[src/rtl/fb_rect_fill_if.sv]
// Command and frame-buffer write-port bundle for the rectangle-fill engine.
// master = command source / arbiter side, slave = fill engine side.
interface fb_rect_fill_if #(
    parameter int ADDR_W = 17,
    parameter int PIX_W  = 12
) ();
    logic              cmd_valid;
    logic              cmd_ready;
    logic [8:0]        cmd_x0;
    logic [7:0]        cmd_y0;
    logic [8:0]        cmd_w;
    logic [7:0]        cmd_h;
    logic [PIX_W-1:0]  cmd_color;
    logic              fb_wen;
    logic              fb_grant;
    logic [ADDR_W-1:0] fb_addr;
    logic [PIX_W-1:0]  fb_din;

    modport master (
        output cmd_valid, cmd_x0, cmd_y0, cmd_w, cmd_h, cmd_color, fb_grant,
        input  cmd_ready, fb_wen, fb_addr, fb_din
    );

    modport slave (
        input  cmd_valid, cmd_x0, cmd_y0, cmd_w, cmd_h, cmd_color, fb_grant,
        output cmd_ready, fb_wen, fb_addr, fb_din
    );
endinterface

[src/rtl/fb_rect_fill.sv]
// Solid-colour rectangle fill into a 320x240x12 frame buffer, one pixel per granted cycle.
// Optional macro FB_RECT_FILL_VBLANK_SYNC_EN holds the fill until vertical blank.
module fb_rect_fill #(
    parameter int H_RES  = 320,
    parameter int V_RES  = 240,
    parameter int ADDR_W = 17,
    parameter int PIX_W  = 12
) (
    input  logic          clock,
    input  logic          reset,
    fb_rect_fill_if.slave bus,
    output logic          busy,
    output logic          done_int,
    input  logic          vblank
);

`ifdef FB_RECT_FILL_VBLANK_SYNC_EN
    typedef enum logic [2:0] {IDLE, SETUP, FILL, DONE, WAIT_VBL} state_t;
`else
    typedef enum logic [1:0] {IDLE, SETUP, FILL, DONE} state_t;
    logic unused_vblank;
    assign unused_vblank = vblank;
`endif

    state_t            state_reg;
    logic [8:0]        x0_reg;
    logic [7:0]        y0_reg;
    logic [8:0]        w_reg;
    logic [7:0]        h_reg;
    logic [PIX_W-1:0]  color_reg;
    logic [8:0]        w_eff_reg;
    logic [7:0]        h_eff_reg;
    logic [8:0]        col_reg;
    logic [7:0]        row_reg;
    logic [ADDR_W-1:0] row_base_reg;
    logic [ADDR_W-1:0] fb_addr_reg;
    logic [PIX_W-1:0]  fb_din_reg;
    logic              fb_wen_reg;
    logic              cmd_ready_reg;
    logic              busy_reg;
    logic              done_reg;

    logic [9:0]        x_room_next;
    logic [8:0]        y_room_next;
    logic [8:0]        w_eff_next;
    logic [7:0]        h_eff_next;
    logic [ADDR_W-1:0] base_next;
    logic [ADDR_W-1:0] row_base_next;
    logic              empty_next;
    logic              last_col;
    logic              last_row;

    // Clipping is only meaningful when the origin is on screen; empty_next covers the rest.
    always_comb begin
        x_room_next   = 10'(H_RES) - {1'b0, x0_reg};
        y_room_next   = 9'(V_RES) - {1'b0, y0_reg};
        w_eff_next    = ({1'b0, w_reg} > x_room_next) ? x_room_next[8:0] : w_reg;
        h_eff_next    = ({1'b0, h_reg} > y_room_next) ? y_room_next[7:0] : h_reg;
        base_next     = ADDR_W'(y0_reg) * ADDR_W'(H_RES) + ADDR_W'(x0_reg);
        row_base_next = row_base_reg + ADDR_W'(H_RES);
        empty_next    = ({1'b0, x0_reg} >= 10'(H_RES)) || ({1'b0, y0_reg} >= 9'(V_RES)) ||
                        (w_reg == 9'd0) || (h_reg == 8'd0);
        last_col      = (col_reg == w_eff_reg - 9'd1);
        last_row      = (row_reg == h_eff_reg - 8'd1);
    end

    always_ff @(posedge clock) begin
        if (reset) begin
            state_reg     <= IDLE;
            x0_reg        <= '0;
            y0_reg        <= '0;
            w_reg         <= '0;
            h_reg         <= '0;
            color_reg     <= '0;
            w_eff_reg     <= '0;
            h_eff_reg     <= '0;
            col_reg       <= '0;
            row_reg       <= '0;
            row_base_reg  <= '0;
            fb_addr_reg   <= '0;
            fb_din_reg    <= '0;
            fb_wen_reg    <= 1'b0;
            cmd_ready_reg <= 1'b1;
            busy_reg      <= 1'b0;
            done_reg      <= 1'b0;
        end else begin
            done_reg <= 1'b0;
            case (state_reg)
                IDLE: begin
                    if (bus.cmd_valid) begin
                        x0_reg        <= bus.cmd_x0;
                        y0_reg        <= bus.cmd_y0;
                        w_reg         <= bus.cmd_w;
                        h_reg         <= bus.cmd_h;
                        color_reg     <= bus.cmd_color;
                        cmd_ready_reg <= 1'b0;
                        busy_reg      <= 1'b1;
                        state_reg     <= SETUP;
                    end
                end
                SETUP: begin
                    w_eff_reg    <= w_eff_next;
                    h_eff_reg    <= h_eff_next;
                    row_base_reg <= base_next;
                    col_reg      <= '0;
                    row_reg      <= '0;
                    fb_addr_reg  <= base_next;
                    fb_din_reg   <= color_reg;
                    if (empty_next) begin
                        done_reg  <= 1'b1;
                        busy_reg  <= 1'b0;
                        state_reg <= DONE;
                    end else begin
`ifdef FB_RECT_FILL_VBLANK_SYNC_EN
                        state_reg  <= WAIT_VBL;
`else
                        fb_wen_reg <= 1'b1;
                        state_reg  <= FILL;
`endif
                    end
                end
`ifdef FB_RECT_FILL_VBLANK_SYNC_EN
                WAIT_VBL: begin
                    if (vblank) begin
                        fb_wen_reg <= 1'b1;
                        state_reg  <= FILL;
                    end
                end
`endif
                FILL: begin
                    // Without a grant the current address/data are simply held.
                    if (bus.fb_grant) begin
                        if (last_col) begin
                            if (last_row) begin
                                fb_wen_reg <= 1'b0;
                                done_reg   <= 1'b1;
                                busy_reg   <= 1'b0;
                                state_reg  <= DONE;
                            end else begin
                                col_reg      <= '0;
                                row_reg      <= row_reg + 8'd1;
                                row_base_reg <= row_base_next;
                                fb_addr_reg  <= row_base_next;
                            end
                        end else begin
                            col_reg     <= col_reg + 9'd1;
                            fb_addr_reg <= fb_addr_reg + ADDR_W'(1);
                        end
                    end
                end
                DONE: begin
                    cmd_ready_reg <= 1'b1;
                    state_reg     <= IDLE;
                end
                default: state_reg <= IDLE;
            endcase
        end
    end

    assign bus.cmd_ready = cmd_ready_reg;
    assign bus.fb_wen    = fb_wen_reg;
    assign bus.fb_addr   = fb_addr_reg;
    assign bus.fb_din    = fb_din_reg;
    assign busy          = busy_reg;
    assign done_int      = done_reg;

endmodule

[src/flat_wrapper.sv]
// flat-port wrapper written by rule: the top's interface ports become plain ports
module fb_rect_fill_flat 
#(
    parameter int H_RES  = 320,
    parameter int V_RES  = 240,
    parameter int ADDR_W = 17,
    parameter int PIX_W  = 12
)
  (clock, reset, busy, done_int, vblank, bus_cmd_valid, bus_cmd_x0, bus_cmd_y0, bus_cmd_w, bus_cmd_h, bus_cmd_color, bus_fb_grant, bus_cmd_ready, bus_fb_wen, bus_fb_addr, bus_fb_din);
  fb_rect_fill_if #(.ADDR_W(ADDR_W), .PIX_W(PIX_W)) bus_i ();
  input  logic clock;
  input  logic reset;
  output logic busy;
  output logic done_int;
  input  logic vblank;
  input wire logic [$bits(bus_i.cmd_valid)-1:0] bus_cmd_valid;
  input wire logic [$bits(bus_i.cmd_x0)-1:0] bus_cmd_x0;
  input wire logic [$bits(bus_i.cmd_y0)-1:0] bus_cmd_y0;
  input wire logic [$bits(bus_i.cmd_w)-1:0] bus_cmd_w;
  input wire logic [$bits(bus_i.cmd_h)-1:0] bus_cmd_h;
  input wire logic [$bits(bus_i.cmd_color)-1:0] bus_cmd_color;
  input wire logic [$bits(bus_i.fb_grant)-1:0] bus_fb_grant;
  output wire logic [$bits(bus_i.cmd_ready)-1:0] bus_cmd_ready;
  output wire logic [$bits(bus_i.fb_wen)-1:0] bus_fb_wen;
  output wire logic [$bits(bus_i.fb_addr)-1:0] bus_fb_addr;
  output wire logic [$bits(bus_i.fb_din)-1:0] bus_fb_din;
  assign bus_i.cmd_valid = bus_cmd_valid;
  assign bus_i.cmd_x0 = bus_cmd_x0;
  assign bus_i.cmd_y0 = bus_cmd_y0;
  assign bus_i.cmd_w = bus_cmd_w;
  assign bus_i.cmd_h = bus_cmd_h;
  assign bus_i.cmd_color = bus_cmd_color;
  assign bus_i.fb_grant = bus_fb_grant;
  assign bus_cmd_ready = bus_i.cmd_ready;
  assign bus_fb_wen = bus_i.fb_wen;
  assign bus_fb_addr = bus_i.fb_addr;
  assign bus_fb_din = bus_i.fb_din;
  fb_rect_fill #(.H_RES(H_RES), .V_RES(V_RES), .ADDR_W(ADDR_W), .PIX_W(PIX_W)) u_core (.clock(clock), .reset(reset), .bus(bus_i), .busy(busy), .done_int(done_int), .vblank(vblank));
endmodule
[config.mk]
export PLATFORM = sky130hd
export DESIGN_NAME = fb_rect_fill_flat
export DESIGN_NICKNAME = d
export VERILOG_FILES = /design/src/rtl/fb_rect_fill_if.sv /design/src/rtl/fb_rect_fill.sv /design/src/flat_wrapper.sv
export SDC_FILE = /design/constraint.sdc
export NUM_CORES = 1
export LEC_CHECK = 0
export CAP_MARGIN = 0
export CELL_PAD_IN_SITES_DETAIL_PLACEMENT = 1
export CELL_PAD_IN_SITES_GLOBAL_PLACEMENT = 2
export CORE_MARGIN = 3
export CORE_UTILIZATION = 24
export CTS_CLUSTER_DIAMETER = 200
export DETAILED_ROUTE_END_ITERATION = 16
export MAX_ROUTING_LAYER = met4
export PLACE_DENSITY_LB_ADDON = 0.1
export SYNTH_ARGS = -nofsm -noshare
export SYNTH_HDL_FRONTEND = slang
export SYNTH_SLANG_ARGS = --single-unit
[constraint.sdc]
create_clock -name clock -period 4.36 [get_ports clock]
set_clock_uncertainty 0.15 [all_clocks]
set_input_delay 0.436 -clock clock [delete_from_list [all_inputs] [get_ports clock]]
set_output_delay 0.436 -clock clock [all_outputs]
set_load 0.02 [all_outputs]
Word-level counts from Yosys, hierarchy flattened. Index checks and enable logic that the tools add are counted.

$add $sub $neg: 9. $mul: 1. Div/mod/pow operators: 0. Magnitude comparators: 4. Eq/ne operators: 13. Shift operators: 0. Mux-type cells: 38. Bitwise operators: 0. Reduce and logical (&&, ||, !) cells: 16.

Operators by type and width (count): $mux W17 (5); $pmux W17 S2 (2); $mux W9 (4); $mux W8 (4); $pmux W9 S2 (1); $add A17 B1 Y17 const B (1); $add A17 B9 Y17 (1); $add A17 B9 Y17 const B (1); $pmux W8 S2 (1); $mux W1 (12); $mul A8 B3 Y11 const B (1); $gt A9 B10 Y1 (1); $sub A9 B9 Y10 const A (1); $add A9 B1 Y9 const B (1); $eq A9 B9 Y1 (1); $ge A9 B9 Y1 const B (1); $gt A8 B9 Y1 (1); $logic_not A9 Y1 (1); $sub A8 B8 Y9 const A (1); $sub A9 B1 Y9 const B (1); $add A8 B1 Y8 const B (1); $eq A8 B8 Y1 (1); $ge A8 B8 Y1 const B (1); $logic_not A8 Y1 (1); other kinds (19) (35).

Bits in registers: 132. Latch bits: 0. Memory bits (writable): 0. Memory bits (read-only): 0. Input port bits: 51. Output and inout bits: 33. Word-level logic and storage cells: 98. Memories kept: 0.

Longest topological paths before layout. Gate-level depths: netlist of the first run.

Word-level depth: 6. Depth in mapped cells: 15. Depth with buffers taken out: 14.

Worst setup path before layout of the first run. OpenSTA, ideal clock, no wires.

Kind: reg2reg. From: register u_core.w_eff_reg[0]. To: register u_core.fb_addr_reg[3] (netlist: u_core.bus.fb_addr[3]). Setup time: 0.132 ns. Data arrival time: 2.773 ns. Required time: 4.078 ns. Setup slack: 1.305 ns. Stages on the path, launching flop included: 12. Path buffers: 1. Period minus slack after synthesis: 3.055 ns. Path through: dfxtp_1 inv_1 ha_1 nor3b_4 a21oi_1 or4_1 a2111o_1 o21ai_1 buf_4 nor2_1 o21ai_0 a21oi_1.

Longest elaborated chain between the ends: 5. Elaborated cells on any way between the ends: 7. Classes of those cells: add/sub: 1; eq/ne: 2; mux: 3; reduce/logical: 1.

Ends and longest elaborated chain: from (decl) (line fb_rect_fill.sv:31) `logic [8:0] w_eff_reg;`; from (signal assigned) (line fb_rect_fill.sv:102) `w_eff_reg <= w_eff_next;`; $sub A9 B1 Y9 * (line fb_rect_fill.sv:63) `last_col = (col_reg == w_eff_reg - 9'd1);`; $eq A9 B9 Y1 * (line fb_rect_fill.sv:63); $mux W17 (line fb_rect_fill.sv:133) `if (last_col) begin`; $mux W17 (line fb_rect_fill.sv:132) `if (bus.fb_grant) begin`; $pmux W17 S2 (line fb_rect_fill.sv:88) `case (state_reg)`; to (signal assigned) (line fb_rect_fill.sv:107) `fb_addr_reg <= base_next;`; to (signal assigned) (line fb_rect_fill.sv:143) `fb_addr_reg <= row_base_next;`; to (signal assigned) (line fb_rect_fill.sv:147) `fb_addr_reg <= fb_addr_reg + ADDR_W'(1);`; to (decl) (line fb_rect_fill.sv:36) `logic [ADDR_W-1:0] fb_addr_reg;`.

Mark *: on every way between the ends. The rest lies on a longest branch, timed or not. The select of a mux whose other input is x is not followed. A chain may end at the register's enable or synchronous reset.

Final worst setup path of the first run.
From: register u_core.h_eff_reg[0]. To: register u_core.row_base_reg[15].

Longest elaborated chain between the ends: 4.

Ends and longest elaborated chain: from (decl) (line fb_rect_fill.sv:32) `logic [7:0] h_eff_reg;`; from (signal assigned) (line fb_rect_fill.sv:103) `h_eff_reg <= h_eff_next;`; $sub A8 B1 Y8 (line fb_rect_fill.sv:64) `last_row = (row_reg == h_eff_reg - 8'd1);`; $eq A8 B8 Y1 (line fb_rect_fill.sv:64); $ne A2 B2 Y1 (no line); $reduce_and A4 Y1 (no line); to (signal assigned) (line fb_rect_fill.sv:104) `row_base_reg <= base_next;`; to (signal assigned) (line fb_rect_fill.sv:142) `row_base_reg <= row_base_next;`; to (decl) (line fb_rect_fill.sv:35) `logic [ADDR_W-1:0] row_base_reg;`.

Every way passes these cells.

==> results of run 1 <==
power groups by stage:
stage | Sequential [mW] | Clock, mW | Combinational [mW]
final | 1.71 | 1.41 | 2.57
after detailed placement | 1.74 | 0 | 2.61
after CTS | 1.71 | 1.46 | 2.62
after global routing | 1.75 | 1.51 | 2.90
after global placement | 1.74 | 0 | 2.60
after floorplan | 1.70 | 0 | 1.77
cells in the mapped netlist, types with 10 or more instances:
library cell / n
a21oi_1: 104
a311oi_1: 10
a31oi_1: 11
clkbuf_1: 34
dfxtp_1: 132
ha_1: 44
inv_1: 32
mux2i_1: 26
nand2_1: 160
nand2b_1: 10
nand3_1: 34
nor2_1: 86
nor2b_1: 15
nor3_1: 15
o21ai_0: 48
xnor2_1: 42
xor2_1: 22
final cells by class:
type / instances / area, um2 / area share, %
Tap cell: 435 / 544 / 5.66
Clock buffer: 18 / 429 / 4.46
Sequential cell: 132 / 2640 / 27.5
Multi-Input combinational cell: 773 / 4810 / 50.0
Inverter: 33 / 124 / 1.29
Clock inverter: 14 / 130 / 1.35
Timing Repair Buffer: 99 / 946 / 9.83
final timing paths:
check,from,to,slack [ns],depth (start not counted)
setup / recovery,u_core.h_eff_reg[0]$_SDFFE_PP0P_,u_core.row_base_reg[15]$_SDFFE_PP0P_,0.65,10
hold / removal,u_core.color_reg[5]$_SDFFE_PP0P_,u_core.color_reg[5]$_SDFFE_PP0P_,0.31,2
setup reg to reg,u_core.h_eff_reg[0]$_SDFFE_PP0P_,u_core.row_base_reg[15]$_SDFFE_PP0P_,0.65,10
hold reg to reg,u_core.color_reg[5]$_SDFFE_PP0P_,u_core.color_reg[5]$_SDFFE_PP0P_,0.31,2
worst max-delay path, cell delays in order, from the launching register on:
cell and delay (ns):
dfxtp_1 0.34, inv_1 0.07, ha_1 0.22, or3b_2 0.48
nor3_1 0.18, xnor2_1 0.12, o41a_1 0.47, a32oi_2 0.93
buf_4 0.33, a21oi_1 0.06, a221oi_1 0.25
cell usage in the layout, fill, tap and decap left out, types with 4 or more instances in the layout:
master,count
nor3_1,15
mux2i_1,26
o21ai_0,48
nand2_1,159
and2_1,4
or2_2,6
clkbuf_16,17
or3_1,9
a311oi_1,10
nor4_1,9
a21oi_1,104
nand3_1,34
a211o_1,4
nand4_1,9
o211ai_1,4
xor2_1,22
a22oi_1,5
xnor2_1,42
nor2b_1,15
buf_4,18
dfxtp_1,132
a21o_1,9
inv_1,32
ha_1,43
clkinvlp_4,5
or4_1,6
clkdlybuf4s50_1,81
nor2_1,86
and3_1,9
a211oi_1,8
o21a_1,6
nand2b_1,10
o32ai_1,7
a31oi_1,11
per-layer routing:
metal | track usage [%] | vias up
li1 | - | 3621
met1 | 22.0 | 3379
met2 | 26.2 | 93
met3 | 3.58 | 11
met4 | 3.75 | 0
met5 | - | -
logic make-up after synthesis:
logic type / Yosys count / synth area share, %
AO/OA/AOI/OAI: 247 / 20.1
XOR/XNOR: 64 / 7.20
adder cells (fa/ha/maj): 46 / 7.59
buffers and inverters: 83 / 4.37
flip-flops: 132 / 33.9
multiplexers: 28 / 3.63
AND/OR/NAND/NOR: 388 / 23.2
==> results.md, run 1 <==
- Post-synth cell types: just over 70
- Final core utilization: a little under a third
- Post-Synthesis Cells: 988
- Sw Pwr: around 2.5 mW
- Cells after DPL: between 1,000 and 1,500
- Total Power: 5.68 mW
- Die width: approximately 190 um
- # clock sinks: between 100 and 150
- Number of global-route vias before repair: approximately 7,300
- Synth Register Bits: 132
- Post-CTS sizing: 0
- WS Path Type: reg2reg
- Required time worst endpoint: between 4 and 5 ns
- Port buffer count: between 80 and 90
- CTS buffer count: 17
- Hold-fix buffer count after cts: 0
- Yosys warns: 0
- Avg Cell Area, Syn: ~7.9 um2
- Finish-stage setup viols: 0
- Clock share of power: roughly 25%
- Final worst-path cycle share: a little under nine tenths
- Post-DP Area: a little over 9000 um2
- WP data arrival: around 3.9 ns
- Gr ovfl total: 0
- EDFF count, synth: 0
- Net Count, Synth: approximately 1,100
- Antenna violations before repair: 0
- Post-CTS setup buffers: 0
- GRT Util Overall: between 10% and 20%
- Share of cells above drive strength 1: between 7 and 8%
- Max Slew Vio Count: 0
- Residual DRC: 0
- Root Driver: clkbuf_16
- DP Wirelength: ~20 mm
- H-tree depth: 4
- Min Hold Slack: roughly 0.31 ns
- Asr flop ratio synth: 0%
- Worst-path fanout max: 23
- Nature of the critical path endpoint: register
- Non-Filler Instances: about 1,500
- Top Layer Used: met4
- Clock Latency Late Sink: around 0.44 ns
- First-pass GRT wire length: 42.9 mm
- Max Freq: roughly 270 MHz
- Fin crit period: 3.71 ns
- Max cap viols: 0
- Max clock buf depth: 2
- Final worst slack: ~0.65 ns
- DR pass1 iterations: 4
- Die ar.: ~35,000 um2
- Sw Share: 43.1%
- Pre-CTS WS: 0.585 ns
- Top-area cell type share of the netlist area: 33.9%
- Hold Vio Cnt, Final: 0
- Site row count: between 60 and 70
- Slew @ Worst Pin: around 1.2 ns
- Antenna-violating nets left: 0
- Synth area leader: dfxtp_1
- Met3 WL post-DR: ~1.0 mm
- Antenna Diode Count: 0
- Final instance area: between 9000 and 10,000 um2
- Sequential group share of total power: 30.0%
- Ys flop type: dfxtp_1
- Part of the power in combinational logic: a little under half
- Starting density of the core: 24.5%
- DRT Wirelength: ~27 mm
- Num ports: 84
- Core box area: approximately 32,000 um2
- Largest cells by area after synthesis: dfxtp_1 (34%), nand2_1 (7.7%), ha_1 (7.1%)
- Layout fillers: 3,815
- Routability cong.: approximately 0.74
- Sequential area share after synthesis: between 30% and 40%
- Via count: 7,104
- Vias per cell: 4.72
- Total negative setup slack: 0 ns
- Wl on met1: around 13 mm
- CTS clk-pin slew, worst paths: 0.06 ns
- Pin count of the biggest net entering global routing: 66
- Pwr dens: between 500 and 600 nW/um2
- Status: finished, final reports clean
- Leak: around 3.5 nW
- Worst hold path type: reg2reg
- Die Y: approximately 190 um
- CTS tree: done
- RSZ-0062 raised after global routing: false
- 1st-iter DRT viols: about 350
- Area delta synth->final: 23.6%
- Met2 Routed Length: around 12 mm
- Wire per inst: approximately 18 um
- Worst setup SP type: register
- Slew headroom: a little under a quarter
- Synthesized area: around 8000 um2
- Internal Pwr Total: between 3 and 4 mW
- IR drop worst, VDD: 0.000281 V
- Final #Nets: approximately 1,200
(Power assumes the default switching activity.)
==> run 2: changes to the inputs <==
CTS_BUF_LIST = sky130_fd_sc_hd__clkbuf_8   (was default)
==> results.md, run 2 (synthesis results as in run 1) <==
- Residual DRC: 0 (unchanged)
- Leading cell type in the layout, fill and taps excluded: nand2_1
- Sequential Area: 2640 um2 (unchanged)
- Crit-path cells: inv_1, ha_1, or3b_2, nor3_1, xnor2_1, o41a_1, a32oi_2, buf_4, a21oi_1, a221oi_1
- Pwr dens: 561 nW/um2 (-5.0%)
- DR pass1 iterations: 5 (+1)
- Site row count: 65 (unchanged)
- Wire per inst: 17.8 um (about the same)
- Final instance area: 9430 um2 (-2.0%)
- Clock Latency Late Sink: 0.47 ns (+0.03 ns)
- Max clock buf depth: 2 (unchanged)
- RSZ-0062 raised after global routing: false
- Post-CTS sizing: 0 (unchanged)
- Hold-fix buffer count after cts: 0 (unchanged)
- Final #Nets: 1,153 (unchanged)
- IR drop worst, VDD: 0.000199 V (-29%)
- Final worst-path cycle share: 85.2% (+0.098 points)
- Worst-path fanout max: 23 (unchanged)
- CTS clk-pin slew, worst paths: 0.09 ns (+0.03 ns)
- First-pass GRT wire length: 42.7 mm (-0.47%)
- Worst path max stage delay: 0.94 ns (about the same)
- Critical-path top delay cell: a32oi_2
- Num ports: 84 (unchanged)
- Max Freq: 269 MHz (-0.11%)
- Nature of the critical path endpoint: register
- Slew headroom: 22.3% (-0.57 points)
- Cells after DPL: 1,472 (unchanged)
- Die width: 186 um (unchanged)
- Starting density of the core: 24.5% (unchanged)
- Antenna Diode Count: 0 (unchanged)
- Leak: 3.44 nW (-2.4%)
- Max cap viols: 0 (unchanged)
- Post-DP Area: 9060 um2 (unchanged)
- Max Slew Vio Count: 0 (unchanged)
- Core box area: 31,800 um2 (unchanged)
- Antenna violations before repair: 0 (unchanged)
- WP data arrival: 3.94 ns (+0.04 ns)
- Worst setup SP type: register
- DRT Wirelength: 26.8 mm (about the same)
- Number of global-route vias before repair: 7,331 (-0.20%)
- Layout fillers: 3,832 (+0.45%)
- Hold Vio Cnt, Final: 0 (unchanged)
- Via count: 7,115 (+0.15%)
- Slew @ Worst Pin: 1.16 ns (+0.00853 ns)
- Status: finished, final reports clean
- Post-CTS setup buffers: 0 (unchanged)
- CTS buffer count: 17 (unchanged)
- Pin count of the biggest net entering global routing: 66 (unchanged)
- Finish-stage setup viols: 0 (unchanged)
- GRT Util Overall: 16.5% (-0.16 points)
- WS Path Type: reg2reg
- Die Y: 186 um (unchanged)
- Share of cells above drive strength 1: 7.11% (unchanged)
- Die ar.: 34,600 um2 (unchanged)
- H-tree depth: 4 (unchanged)
- Min Hold Slack: 0.309 ns (+0.00354 ns)
- Vias per cell: 4.73 (+0.15%)
- Area occupied by multi-input gates: 4810 um2 (unchanged)
- Total Power: 5.29 mW (-6.9%)
- Root Driver: clkbuf_8
- Area delta synth->final: 21.2%
- Gr ovfl total: 0 (unchanged)
- DP Wirelength: 19.5 mm (unchanged)
- Fin crit period: 3.71 ns (+0.00427 ns)
- Routability cong.: 0.743 (unchanged)
- Antenna-violating nets left: 0 (unchanged)
- Port buffer count: 82 (unchanged)
- # clock sinks: 132 (unchanged)
- 1st-iter DRT viols: 318 (-7.8%)
- Required time worst endpoint: 4.58 ns (+0.03 ns)
- Non-Filler Instances: 1,504 (unchanged)
- Worst hold path type: reg2reg
- Total negative setup slack: 0 ns (unchanged)
- CTS tree: done
- Most frequent cells in the layout: nand2_1 (159), dfxtp_1 (132), a21oi_1 (104), nor2_1 (86), clkdlybuf4s50_1 (81)
## run 2: cell count changes in the layout (fill, tap and decap cells not counted)
cell | previous run | this run
clkbuf_16 | 17 | 0
clkbuf_8 | 0 | 17
clkbuf_1 | 1 | 0
inv_1 | 32 | 33
## run 2: worst paths after layout
check / startpoint / endpoint / slack [ns] / cells past startpoint
setup / recovery: u_core.h_eff_reg[0]$_SDFFE_PP0P_ / u_core.row_base_reg[15]$_SDFFE_PP0P_ / 0.65 / 10
hold / removal: u_core.color_reg[5]$_SDFFE_PP0P_ / u_core.color_reg[5]$_SDFFE_PP0P_ / 0.31 / 2
setup reg to reg: u_core.h_eff_reg[0]$_SDFFE_PP0P_ / u_core.row_base_reg[15]$_SDFFE_PP0P_ / 0.65 / 10
hold reg to reg: u_core.color_reg[5]$_SDFFE_PP0P_ / u_core.color_reg[5]$_SDFFE_PP0P_ / 0.31 / 2
## run 2: report_power, final
group,switching (mW),internal (mW)
clock network,0.567,0.452
logic,1.55,1.02
registers,0.283,1.42
total,2.40,2.90
## run 2: final cells by class
type                    instances  area share (%)
repair buffers                 99            10.0
well taps                     435            5.77
clock buffers                  17            2.48
multi-input cells             773            51.0
inverters                      33            1.31
clock inverters                15            1.42
flip-flops and latches        132            28.0
## run 2: worst max-delay path, delay by kind of cell (launching register included)
kind            cells  cell delay, ns
compound gates      4            1.72
xor+xnor            1            0.12
fa+ha+maj           1            0.22
buf+inv             2            0.40
flops               1            0.35
simple gates        2            0.66
## run 2: metal layers
metal	GRT usage [%]	share of wire (%)
met1	21.9	51
met2	26.1	45
met5	-	0
met3	3.40	3.4
met4	3.22	0.73
## run 2: through the flow
| stage | utilization, % | setup WS [ns] |
|---|---|---|
| global route | 29.7 | 0.237 |
| global placement | 28.5 | 0.640 |
| floorplan | - | 1.30 |
| CTS | 29.7 | 0.568 |
| finish | 29.7 | 0.646 |
| detailed placement | 28.5 | 0.585 |
